--- src/rtl/spi_pkg.sv ---
// Shared types and helpers for the SPI slave receiver: mode encoding, frame state, sync depth floor.
// Pure declarations, no timing or flow control of its own.
package spi_pkg;

  localparam int MIN_SYNC_STAGES = 2;

  typedef enum logic [1:0] {
    MODE0 = 2'b00,
    MODE1 = 2'b01,
    MODE2 = 2'b10,
    MODE3 = 2'b11
  } spi_mode_t;

  typedef enum logic {
    IDLE   = 1'b0,
    ACTIVE = 1'b1
  } frame_state_t;

  function automatic spi_mode_t mode_of(input logic cpol, input logic cpha);
    return spi_mode_t'({cpol, cpha});
  endfunction

  function automatic logic idle_level(input spi_mode_t mode);
    return (mode == MODE2) || (mode == MODE3);
  endfunction

  // Leading edge is rising for CPOL=0; CPHA=1 moves sampling to the trailing edge.
  function automatic logic sample_on_rise(input spi_mode_t mode);
    return (mode == MODE0) || (mode == MODE3);
  endfunction

endpackage

--- src/rtl/spi_slave_rx_if.sv ---
// Pin-side SPI signals plus the internal rx valid/ready and tx valid/ready buses.
// slave modport faces the receiver; master modport faces the SPI master and the consumer.
interface spi_slave_rx_if #(
  parameter int WIDTH = 8
);
  logic             spi_sck;
  logic             spi_mosi;
  logic             spi_ss_n;
  logic             spi_miso;
  logic [WIDTH-1:0] rx_data;
  logic             rx_valid;
  logic             rx_ready;
  logic             rx_overflow;
  logic             overflow_clear;
  logic [WIDTH-1:0] tx_data;
  logic             tx_valid;
  logic             tx_ready;
  logic             busy;

  modport slave (
    input  spi_sck, spi_mosi, spi_ss_n, rx_ready, overflow_clear, tx_data, tx_valid,
    output spi_miso, rx_data, rx_valid, rx_overflow, tx_ready, busy
  );

  modport master (
    output spi_sck, spi_mosi, spi_ss_n, rx_ready, overflow_clear, tx_data, tx_valid,
    input  spi_miso, rx_data, rx_valid, rx_overflow, tx_ready, busy
  );
endinterface

--- src/rtl/sync_fifo.sv ---
// First-word-fall-through FIFO: a push is visible at o_head the next cycle.
// Push when full is dropped (flagged on o_drop) unless a pop frees the slot in the same cycle.
module sync_fifo #(
  parameter int WIDTH = 8,
  parameter int DEPTH = 4
) (
  input  logic             i_clk,
  input  logic             i_rst,
  input  logic             i_push,
  input  logic [WIDTH-1:0] i_push_dat,
  input  logic             i_pop,
  output logic [WIDTH-1:0] o_head,
  output logic             o_full,
  output logic             o_empty,
  output logic             o_drop
);
  localparam int AW = (DEPTH > 1) ? $clog2(DEPTH) : 1;

  logic [WIDTH-1:0] r_mem [DEPTH];
  logic [AW:0]      r_wr;
  logic [AW:0]      r_rd;
  logic             w_do_pop;
  logic             w_do_push;

  // Extra pointer bit tells full from empty when the indices match.
  assign o_empty   = (r_wr == r_rd);
  assign o_full    = (r_wr[AW] != r_rd[AW]) && (r_wr[AW-1:0] == r_rd[AW-1:0]);
  assign w_do_pop  = i_pop && !o_empty;
  assign w_do_push = i_push && (!o_full || w_do_pop);
  assign o_drop    = i_push && !w_do_push;
  assign o_head    = r_mem[r_rd[AW-1:0]];

  always_ff @(posedge i_clk or posedge i_rst) begin
    if (i_rst) begin
      r_wr <= '0;
      r_rd <= '0;
      for (int i = 0; i < DEPTH; i++) begin
        r_mem[i] <= '0;
      end
    end else begin
      if (w_do_push) begin
        r_mem[r_wr[AW-1:0]] <= i_push_dat;
        r_wr                <= r_wr + (AW+1)'(1);
      end
      if (w_do_pop) begin
        r_rd <= r_rd + (AW+1)'(1);
      end
    end
  end

endmodule

--- src/rtl/spi_slave_rx.sv ---
// Oversampled SPI slave: sync -> edge detect -> shift -> rx FIFO (word visible 1 cycle after last sample).
// rx backpressure via FIFO with sticky overflow; MISO path only when SPI_SLAVE_RX_TX_EN is defined.
module spi_slave_rx
  import spi_pkg::*;
#(
  parameter int WIDTH       = 8,
  parameter int FIFO_DEPTH  = 4,
  parameter int CPOL        = 0,
  parameter int CPHA        = 0,
  parameter int LSB_FIRST   = 1,
  parameter int SYNC_STAGES = 2
) (
  input logic           clock,
  input logic           reset,
  spi_slave_rx_if.slave bus
);
  localparam spi_mode_t MODE        = mode_of(1'(CPOL), 1'(CPHA));
  localparam logic      SCK_IDLE    = idle_level(MODE);
  localparam logic      SAMPLE_RISE = sample_on_rise(MODE);
  localparam int        SYNC_N      = (SYNC_STAGES < MIN_SYNC_STAGES) ? MIN_SYNC_STAGES : SYNC_STAGES;
  localparam int        CW          = $clog2(WIDTH);
  localparam logic [CW-1:0] LAST_BIT = CW'(WIDTH - 1);

  logic [SYNC_N-1:0] r_sck_sync;
  logic [SYNC_N-1:0] r_mosi_sync;
  logic [SYNC_N-1:0] r_ss_sync;
  logic              r_sck_d;
  logic              r_ss_d;
  frame_state_t      r_state;
  logic [CW-1:0]     r_cnt;
  logic [WIDTH-1:0]  r_shift;
  logic              r_overflow;

  logic             w_sck;
  logic             w_ss;
  logic             w_mosi;
  logic             w_sck_rise;
  logic             w_sck_fall;
  logic             w_sample;
  logic             w_ss_fall;
  logic             w_ss_rise;
  logic [WIDTH-1:0] w_word;
  logic             w_push;
  logic             w_pop;
  logic [WIDTH-1:0] w_head;
  logic             w_full;
  logic             w_empty;
  logic             w_drop;

  always_ff @(posedge clock or posedge reset) begin
    if (reset) begin
      r_sck_sync  <= {SYNC_N{SCK_IDLE}};
      r_mosi_sync <= '0;
      r_ss_sync   <= '1;
      r_sck_d     <= SCK_IDLE;
      r_ss_d      <= 1'b1;
    end else begin
      r_sck_sync  <= {r_sck_sync[SYNC_N-2:0], bus.spi_sck};
      r_mosi_sync <= {r_mosi_sync[SYNC_N-2:0], bus.spi_mosi};
      r_ss_sync   <= {r_ss_sync[SYNC_N-2:0], bus.spi_ss_n};
      r_sck_d     <= r_sck_sync[SYNC_N-1];
      r_ss_d      <= r_ss_sync[SYNC_N-1];
    end
  end

  assign w_sck      = r_sck_sync[SYNC_N-1];
  assign w_ss       = r_ss_sync[SYNC_N-1];
  assign w_mosi     = r_mosi_sync[SYNC_N-1];
  assign w_sck_rise = w_sck && !r_sck_d;
  assign w_sck_fall = !w_sck && r_sck_d;
  assign w_sample   = SAMPLE_RISE ? w_sck_rise : w_sck_fall;
  assign w_ss_fall  = !w_ss && r_ss_d;
  assign w_ss_rise  = w_ss && !r_ss_d;

  assign w_word = (LSB_FIRST != 0) ? {w_mosi, r_shift[WIDTH-1:1]}
                                   : {r_shift[WIDTH-2:0], w_mosi};

  // Word completes on the sample edge carrying its last bit; that same cycle writes the FIFO.
  assign w_push = (r_state == ACTIVE) && !w_ss_rise && w_sample && (r_cnt == LAST_BIT);

  always_ff @(posedge clock or posedge reset) begin
    if (reset) begin
      r_state <= IDLE;
      r_cnt   <= '0;
      r_shift <= '0;
    end else begin
      case (r_state)
        IDLE: begin
          if (w_ss_fall) begin
            r_state <= ACTIVE;
            r_cnt   <= '0;
            r_shift <= '0;
          end
        end
        ACTIVE: begin
          if (w_ss_rise) begin
            r_state <= IDLE;
            r_cnt   <= '0;
          end else if (w_sample) begin
            r_shift <= w_word;
            r_cnt   <= (r_cnt == LAST_BIT) ? '0 : r_cnt + CW'(1);
          end
        end
        default: r_state <= IDLE;
      endcase
    end
  end

  assign w_pop = !w_empty && bus.rx_ready;

  sync_fifo #(
    .WIDTH (WIDTH),
    .DEPTH (FIFO_DEPTH)
  ) u_rx_fifo (
    .i_clk      (clock),
    .i_rst      (reset),
    .i_push     (w_push),
    .i_push_dat (w_word),
    .i_pop      (w_pop),
    .o_head     (w_head),
    .o_full     (w_full),
    .o_empty    (w_empty),
    .o_drop     (w_drop)
  );

  // A drop in the same cycle as a clear must leave the flag set.
  always_ff @(posedge clock or posedge reset) begin
    if (reset) begin
      r_overflow <= 1'b0;
    end else if (w_drop) begin
      r_overflow <= 1'b1;
    end else if (bus.overflow_clear) begin
      r_overflow <= 1'b0;
    end
  end

  assign bus.rx_data     = w_head;
  assign bus.rx_valid    = !w_empty;
  assign bus.rx_overflow = r_overflow;
  assign bus.busy        = !w_ss;

`ifdef SPI_SLAVE_RX_TX_EN
  logic [WIDTH-1:0] r_hold;
  logic             r_hold_vld;
  logic [WIDTH-1:0] r_tx_shift;
  logic             r_miso;
  logic             w_tx_hs;
  logic             w_entry;
  logic             w_shift_edge;
  logic [WIDTH-1:0] w_tx_next;
  logic             w_next_first;
  logic             w_exit_bit;

  assign w_tx_hs      = bus.tx_valid && !r_hold_vld;
  assign w_entry      = (r_state == IDLE) && w_ss_fall;
  assign w_shift_edge = SAMPLE_RISE ? w_sck_fall : w_sck_rise;
  assign w_tx_next    = r_hold_vld ? r_hold : '0;
  assign w_next_first = (LSB_FIRST != 0) ? w_tx_next[0] : w_tx_next[WIDTH-1];
  assign w_exit_bit   = (LSB_FIRST != 0) ? r_tx_shift[0] : r_tx_shift[WIDTH-1];

  // Mid-frame loads do not touch MISO: the next shift-out edge presents the new first bit.
  always_ff @(posedge clock or posedge reset) begin
    if (reset) begin
      r_hold     <= '0;
      r_hold_vld <= 1'b0;
      r_tx_shift <= '0;
      r_miso     <= 1'b0;
    end else begin
      if (w_tx_hs) begin
        r_hold     <= bus.tx_data;
        r_hold_vld <= 1'b1;
      end else if (w_entry || w_push) begin
        r_hold_vld <= 1'b0;
      end
      if (w_entry) begin
        if (CPHA == 0) begin
          r_miso     <= w_next_first;
          r_tx_shift <= (LSB_FIRST != 0) ? (w_tx_next >> 1) : (w_tx_next << 1);
        end else begin
          r_miso     <= 1'b0;
          r_tx_shift <= w_tx_next;
        end
      end else if ((r_state == ACTIVE) && w_ss_rise) begin
        r_miso <= 1'b0;
      end else if (w_push) begin
        r_tx_shift <= w_tx_next;
      end else if ((r_state == ACTIVE) && w_shift_edge) begin
        r_miso     <= w_exit_bit;
        r_tx_shift <= (LSB_FIRST != 0) ? (r_tx_shift >> 1) : (r_tx_shift << 1);
      end
    end
  end

  assign bus.spi_miso = r_miso;
  assign bus.tx_ready = !r_hold_vld;
`else
  logic w_unused_tx;

  assign w_unused_tx  = ^{bus.tx_data, bus.tx_valid, w_full};
  assign bus.spi_miso = 1'b0;
  assign bus.tx_ready = 1'b0;
`endif

endmodule

--- src/flat_wrapper.sv ---
// flat-port wrapper written by rule: the top's interface ports become plain ports
module spi_slave_rx_flat import spi_pkg::*;
#(
  parameter int WIDTH       = 8,
  parameter int FIFO_DEPTH  = 4,
  parameter int CPOL        = 0,
  parameter int CPHA        = 0,
  parameter int LSB_FIRST   = 1,
  parameter int SYNC_STAGES = 2
)
  (clock, reset, bus_spi_sck, bus_spi_mosi, bus_spi_ss_n, bus_rx_ready, bus_overflow_clear, bus_tx_data, bus_tx_valid, bus_spi_miso, bus_rx_data, bus_rx_valid, bus_rx_overflow, bus_tx_ready, bus_busy);
  spi_slave_rx_if #(.WIDTH(WIDTH)) bus_i ();
  input logic clock;
  input logic reset;
  input wire logic [$bits(bus_i.spi_sck)-1:0] bus_spi_sck;
  input wire logic [$bits(bus_i.spi_mosi)-1:0] bus_spi_mosi;
  input wire logic [$bits(bus_i.spi_ss_n)-1:0] bus_spi_ss_n;
  input wire logic [$bits(bus_i.rx_ready)-1:0] bus_rx_ready;
  input wire logic [$bits(bus_i.overflow_clear)-1:0] bus_overflow_clear;
  input wire logic [$bits(bus_i.tx_data)-1:0] bus_tx_data;
  input wire logic [$bits(bus_i.tx_valid)-1:0] bus_tx_valid;
  output wire logic [$bits(bus_i.spi_miso)-1:0] bus_spi_miso;
  output wire logic [$bits(bus_i.rx_data)-1:0] bus_rx_data;
  output wire logic [$bits(bus_i.rx_valid)-1:0] bus_rx_valid;
  output wire logic [$bits(bus_i.rx_overflow)-1:0] bus_rx_overflow;
  output wire logic [$bits(bus_i.tx_ready)-1:0] bus_tx_ready;
  output wire logic [$bits(bus_i.busy)-1:0] bus_busy;
  assign bus_i.spi_sck = bus_spi_sck;
  assign bus_i.spi_mosi = bus_spi_mosi;
  assign bus_i.spi_ss_n = bus_spi_ss_n;
  assign bus_i.rx_ready = bus_rx_ready;
  assign bus_i.overflow_clear = bus_overflow_clear;
  assign bus_i.tx_data = bus_tx_data;
  assign bus_i.tx_valid = bus_tx_valid;
  assign bus_spi_miso = bus_i.spi_miso;
  assign bus_rx_data = bus_i.rx_data;
  assign bus_rx_valid = bus_i.rx_valid;
  assign bus_rx_overflow = bus_i.rx_overflow;
  assign bus_tx_ready = bus_i.tx_ready;
  assign bus_busy = bus_i.busy;
  spi_slave_rx #(.WIDTH(WIDTH), .FIFO_DEPTH(FIFO_DEPTH), .CPOL(CPOL), .CPHA(CPHA), .LSB_FIRST(LSB_FIRST), .SYNC_STAGES(SYNC_STAGES)) u_core (.clock(clock), .reset(reset), .bus(bus_i));
endmodule
--- config.mk ---
export PLATFORM = sky130hd
export DESIGN_NAME = spi_slave_rx_flat
export DESIGN_NICKNAME = d
export VERILOG_FILES = /design/src/rtl/spi_pkg.sv /design/src/rtl/spi_slave_rx_if.sv /design/src/rtl/sync_fifo.sv /design/src/rtl/spi_slave_rx.sv /design/src/flat_wrapper.sv
export SDC_FILE = /design/constraint.sdc
export NUM_CORES = 1
export LEC_CHECK = 0
export ABC_AREA = 1
export ABC_CLOCK_PERIOD_IN_PS = 2300
export BUFFER_PORTS_ARGS = -buffer_cell sky130_fd_sc_hd__buf_2
export CAP_MARGIN = 5
export CORE_ASPECT_RATIO = 0.9
export CORE_UTILIZATION = 55
export CTS_BUF_LIST = sky130_fd_sc_hd__clkbuf_2
export DETAILED_ROUTE_END_ITERATION = 8
export PLACE_DENSITY = 0.75
export SLEW_MARGIN = 20
export SYNTH_ARGS = -nofsm -noshare
export SYNTH_HDL_FRONTEND = slang
export SYNTH_SLANG_ARGS = --single-unit
export TNS_END_PERCENT = 50
--- constraint.sdc ---
create_clock -name clock -period 2.3 [get_ports clock]
set_clock_uncertainty 0.1 [all_clocks]
set_input_delay 0.345 -clock clock [delete_from_list [all_inputs] [get_ports clock]]
set_output_delay 0.345 -clock clock [all_outputs]
set_load 0.01 [all_outputs]
== Yosys cells after proc, flatten, opt, wreduce, memory -nomap -nowiden ==
Index checks and enable logic that the tools add are counted.

* Register bits: 59
* Output and inout port bits: 13
* Logic and storage cells: 75

* Add/subtract/negate cells: 3
* Magnitude comparators: 3
* Eq/ne operators: 8
* Muxes and demuxes: 20
* Bitwise operators: 3
* Reductions and logical operators: 23

{| class="wikitable"
|+ Operator list
! cell !! count
|-
| $mux 8 || 6
|-
| $bwmux 32 || 1
|-
| $bmux 8 s2 || 1
|-
| $demux 8 s2 || 1
|-
| $pmux 8 s2 || 1
|-
| $logic_and 1x1->1 || 12
|-
| $mux 3 || 4
|-
| $add 3x1->3 const B || 3
|-
| $logic_not 1->1 || 7
|-
| $ge 3x3->1 const B || 2
|-
| $not 2->3 || 2
|-
| $pmux 3 s2 || 1
|-
| $mux 1 || 4
|-
| $ne 2x2->1 const B || 2
|-
| $eq 3x3->1 || 1
|-
| $eq 3x3->1 const B || 1
|-
| $lt 3x1->1 const B || 1
|-
| $ne 3x3->1 const B || 1
|-
| $reduce_and 3->1 || 1
|-
| $eq 2x2->1 || 1
|-
| $ne 2x1->1 const B || 1
|-
| $pmux 1 s2 || 1
|-
| $reduce_and 2->1 || 1
|-
| $reduce_bool 2->1 || 1
|-
| 3 further kinds || 3
|}

== Depth between registers and ports, before layout ==
* Depth after elaboration: 10
* Gate-level depth with buffers: 10

== By module ==
From an unflattened synthesis, not the netlist that was laid out.

* Cell total of the unflattened synthesis: 328
* Area, all modules: 2841.5 sq um

{| class="wikitable"
|+ By module, submodules not included
! module !! instances !! cells an instance !! area each (sq um) !! seq. area each (sq um)
|-
| sync_fifo || 1 || 240 || 2004.4 || 950.9
|-
| spi_slave_rx || 1 || 88 || 837.1 || 504.2
|}

== Worst setup path after synthesis ==
Ideal clock, no wire load.

* Path kind: flip-flop to output port
* Start: register u_core.u_rx_fifo.r_rd[0]
* End: output port bus_rx_data[5]
* Data arrival time: 1.168 ns
* Data required time: 1.855 ns
* Path slack: 0.687 ns
* Stages on the path, launching flop included: 6
* Path buffers: 2
* Cell sequence: dfrtp_1 buf_4 inv_4 clkbuf_1 o21ai_0 o22ai_1

* Cells in the longest elaborated chain, start to end: 4

{| class="wikitable"
|+ Ends and longest elaborated chain
! what !! RTL line !! source
|-
| start, declared || sync_fifo.sv:21 || <nowiki>logic [AW:0] r_rd;</nowiki>
|-
| start signal, assigned || sync_fifo.sv:46 || <nowiki>r_rd <= r_rd + (AW+1)'(1);</nowiki>
|-
| $not 2->3 (not written as such) || sync_fifo.sv:31 || <nowiki>assign o_head = r_mem[r_rd[AW-1:0]];</nowiki>
|-
| $bmux 8 s2 || sync_fifo.sv:31 ||
|-
| $mux 8 (not written as such) (2 in a row) || sync_fifo.sv:31 ||
|-
| end, declared || flat_wrapper.sv:23 || <nowiki>output wire logic [$bits(bus_i.rx_data)-1:0] bus_rx_data;</nowiki>
|}

Every way passes these cells. The select of a mux whose other input is x is not followed.

== Worst setup path in the final report ==
* Start: register u_core.u_rx_fifo.r_rd[0]
* End: output port bus_rx_valid

* Cells in the longest elaborated chain, start to end: 2

{| class="wikitable"
|+ Ends and longest elaborated chain
! what !! RTL line !! source
|-
| $eq 3x3->1 || sync_fifo.sv:26 || <nowiki>assign o_empty = (r_wr == r_rd);</nowiki>
|-
| $logic_not 1->1 || spi_slave_rx.sv:138 || <nowiki>assign bus.rx_valid = !w_empty;</nowiki>
|-
| end, declared || flat_wrapper.sv:24 || <nowiki>output wire logic [$bits(bus_i.rx_valid)-1:0] bus_rx_valid;</nowiki>
|}

Every way passes these cells.

==> metrics <==
worst-margin pin slew 503.7 ps; setup repair after global routing missed its margin no; maximum ir drop on the vdd rail 0.4911 mV; maximum fanout along the worst path 18; Static Leakage 0.001672 µW; maximum number of pins on one net before global-route repair 36; number of inserted filler cells in the final layout 432; area delta synth->final 11.73%; via count 2247; top-area cell type share of the netlist area 0.4924; Fin. Hold Viols 0; buffers from clock root to sink, at most 2; required time at the worst-slack endpoint 1860 ps; final std cell area, no fill 3123 µm²; clock insertion delay at the later pin of the skew report 480 ps; diode insertion count for antenna repair 0; number of H-tree levels 3; Gate Count Post-Synth 317; mean post-synth cell area 8.818 µm²; clock net sink count 58; netlist area before placement 2795 µm²; starting density of the core 0.5746; routability cong. 0.7470; Synth Register Bits 58; port buffer count 17; grt total ovfl 0; clock-pin transition on the worst setup and hold timing paths 160 ps; die span in x 77.15 µm; max-cap violation count 0; cell at the root of the clock tree sky130_fd_sc_hd__clkbuf_2; final critical delay including setup and external delays 2135 ps; leading cell types in the layout, fill and taps excluded sky130_fd_sc_hd__nand2_1 (102), sky130_fd_sc_hd__dfrtp_1 (54), sky130_fd_sc_hd__nand4_1 (33), sky130_fd_sc_hd__nand3_1 (24), sky130_fd_sc_hd__o21ai_0 (19); Hold Crit Class reg2reg; Top Ports 29; power density over cell area 861.8 nW/µm²; clock buffers created by TritonCTS 9; post-DR wirelength/cell 13.98 µm; antenna violations before repair 0; Iteration-0 DRC Markers 169; Setup crit end kind output pin; CTS tree built; post-place instance area 2930 µm²; number of search-and-repair iterations in the first detailed-routing pass 4; via count of the first global-routing pass 2218; area of the multi-input gates 1144 µm²; Total Nets Final 369; leading post-synthesis cells by cell area sky130_fd_sc_hd__dfrtp_1 (49%), sky130_fd_sc_hd__nand2_1 (14%), sky130_fd_sc_hd__nand4_1 (7.4%); signal arrival time at the worst endpoint 1690 ps; fraction of layout cells with a size suffix above 1 0.1880; DRC violations left 0; Core ar. 4865 µm²; final count of negative-setup-slack endpoints 0; Setup Fix Bufs, Post-CTS 0; number of slew-limit violations in the final report 0; kind of start point of the critical path flip-flop; yosys synthesis warning count 0; part of the Yosys area used for sequential elements 0.5206; Total Routing Usage GR 0.2458; headroom to the max-slew limit 0.6637; die height 69.63 µm; Max Fclk 468.4 MHz; sum of routed wire length over all layers 5817 µm; post-DR vias/cell 5.401; remaining number of nets flagged by the antenna check after routing 0; commonest non-fill, non-tap cell in the layout sky130_fd_sc_hd__nand2_1; Setup CP Type reg2out; post-route fraction of the period consumed by the critical path 0.9282; total half-perimeter wirelength after legalization and detailed placement 3791 µm; Unique masters post-synth 26; run status finished, final reports clean; wire length of the first global-routing pass 10160 µm; reg-to-reg setup timing slack 400 ps; most area-hungry cell type in the Yosys netlist sky130_fd_sc_hd__dfrtp_1; number of rows in the core area 24; storage element area 1456 µm²; final-layout setup total negative slack 0 ps; total die area 5372 µm²
## per-stage QoR
step	setup slack [ps]	util	power, µW	std cells	hold slack, ps
after CTS	139.5	0.6420	2715	416	271.7
after global placement	429.0	0.6024	1946	394	232.4
final	165.1	0.6420	2691	416	268.1
after floorplan	432.0	-	1743	318	231.2
after global routing	35.25	0.6420	2867	416	274.0
after detailed placement	407.2	0.6024	1961	394	237.1
## cell families (layout without fill, tap and decap cells)
logic type,Yosys count,count (layout),synth area share
other cells,1,2,0.001342
fa+ha+maj,7,7,0.03133
xor+xnor,1,1,0.003134
buf+inv,33,66,0.07162
flops,58,58,0.5206
simple gates,190,190,0.3201
compound gates,27,27,0.05193
## layout make-up
class	instances	area share
Timing Repair Buffer	36	0.08173
Clock buffer	10	0.01603
Clock inverter	6	0.02604
Multi-Input combinational cell	227	0.3662
Tap cell	65	0.02604
Sequential cell	58	0.4663
Inverter	14	0.01763
## Yosys cell counts
master                       n
sky130_fd_sc_hd__nand2_1   102
sky130_fd_sc_hd__o22ai_1     8
sky130_fd_sc_hd__inv_2       2
sky130_fd_sc_hd__buf_6       8
sky130_fd_sc_hd__buf_2       2
sky130_fd_sc_hd__dfstp_2     3
sky130_fd_sc_hd__nor2_1     17
sky130_fd_sc_hd__conb_1      1
sky130_fd_sc_hd__inv_1      11
sky130_fd_sc_hd__o21ai_0    19
sky130_fd_sc_hd__nand4_1    33
sky130_fd_sc_hd__clkbuf_1    5
sky130_fd_sc_hd__buf_1       1
sky130_fd_sc_hd__inv_4       1
sky130_fd_sc_hd__xnor2_1     1
sky130_fd_sc_hd__nor2_4      3
sky130_fd_sc_hd__ha_1        7
sky130_fd_sc_hd__nand2_2     6
sky130_fd_sc_hd__nor2_2      1
sky130_fd_sc_hd__nand3_4     1
sky130_fd_sc_hd__dfrtp_1    55
sky130_fd_sc_hd__nor3_1      1
sky130_fd_sc_hd__nand3_1    24
sky130_fd_sc_hd__nand3_2     1
sky130_fd_sc_hd__buf_4       3
sky130_fd_sc_hd__nand2_4     1
## power by group
part,internal (µW),total [µW],switching [µW]
clock,357,741,383
sequential,1080,1190,112
combinational,298,759,461
total,1740,2690,956
## registers in the layout (all words and copies together) (netlist names)
| name | count |
|---|---|
| u_core.bus.rx_overflow | 1 |
| u_core.r_cnt | 3 |
| u_core.r_mosi_sync | 2 |
| u_core.r_sck_d | 1 |
| u_core.r_sck_sync | 2 |
| u_core.r_shift | 7 |
| u_core.r_ss_d | 1 |
| u_core.r_ss_sync | 2 |
| u_core.r_state | 1 |
| u_core.u_rx_fifo.r_mem | 32 |
| u_core.u_rx_fifo.r_rd | 3 |
| u_core.u_rx_fifo.r_wr | 3 |
## critical path, stage by stage, from the launching register on
cell                      delay (ps)
sky130_fd_sc_hd__dfrtp_2         540
sky130_fd_sc_hd__inv_4           140
sky130_fd_sc_hd__nand2_2          80
sky130_fd_sc_hd__nand2_2          60
sky130_fd_sc_hd__nor2_4          120
sky130_fd_sc_hd__nand2_1         110
sky130_fd_sc_hd__buf_2           160
## per-layer routing
metal / global-route usage / share of wire
met3: 0.06711 / 0.067
met2: 0.3943 / 0.49
met4: 0.1090 / 0.012
met1: 0.3109 / 0.44
met5: 0 / 0
## repair_timing
item | 4_1_cts | 5_1_grt
endpoints found under the setup margin | 1 | 0
endpoints found under the hold margin | 25 | 0
hold buffers | 6 | 0
resized for setup | 1 | 0
## final timing paths
| kind | cells after the start | end | start |
|---|---|---|---|
| min in group asynchronous | 3 | u_core.r_shift[4] | reset |
| max in group asynchronous | 4 | u_core.u_rx_fifo.r_rd[0] | reset |
| hold / removal | 0 | u_core.r_mosi_sync[1] | u_core.r_mosi_sync[0] |
| hold reg to reg | 0 | u_core.r_mosi_sync[1] | u_core.r_mosi_sync[0] |
| setup reg to reg | 7 | u_core.u_rx_fifo.r_mem[17] | u_core.r_ss_d |
| setup / recovery | 6 | bus_rx_valid | u_core.u_rx_fifo.r_rd[0] |
Note: power is estimated with default switching activity, not from simulation.
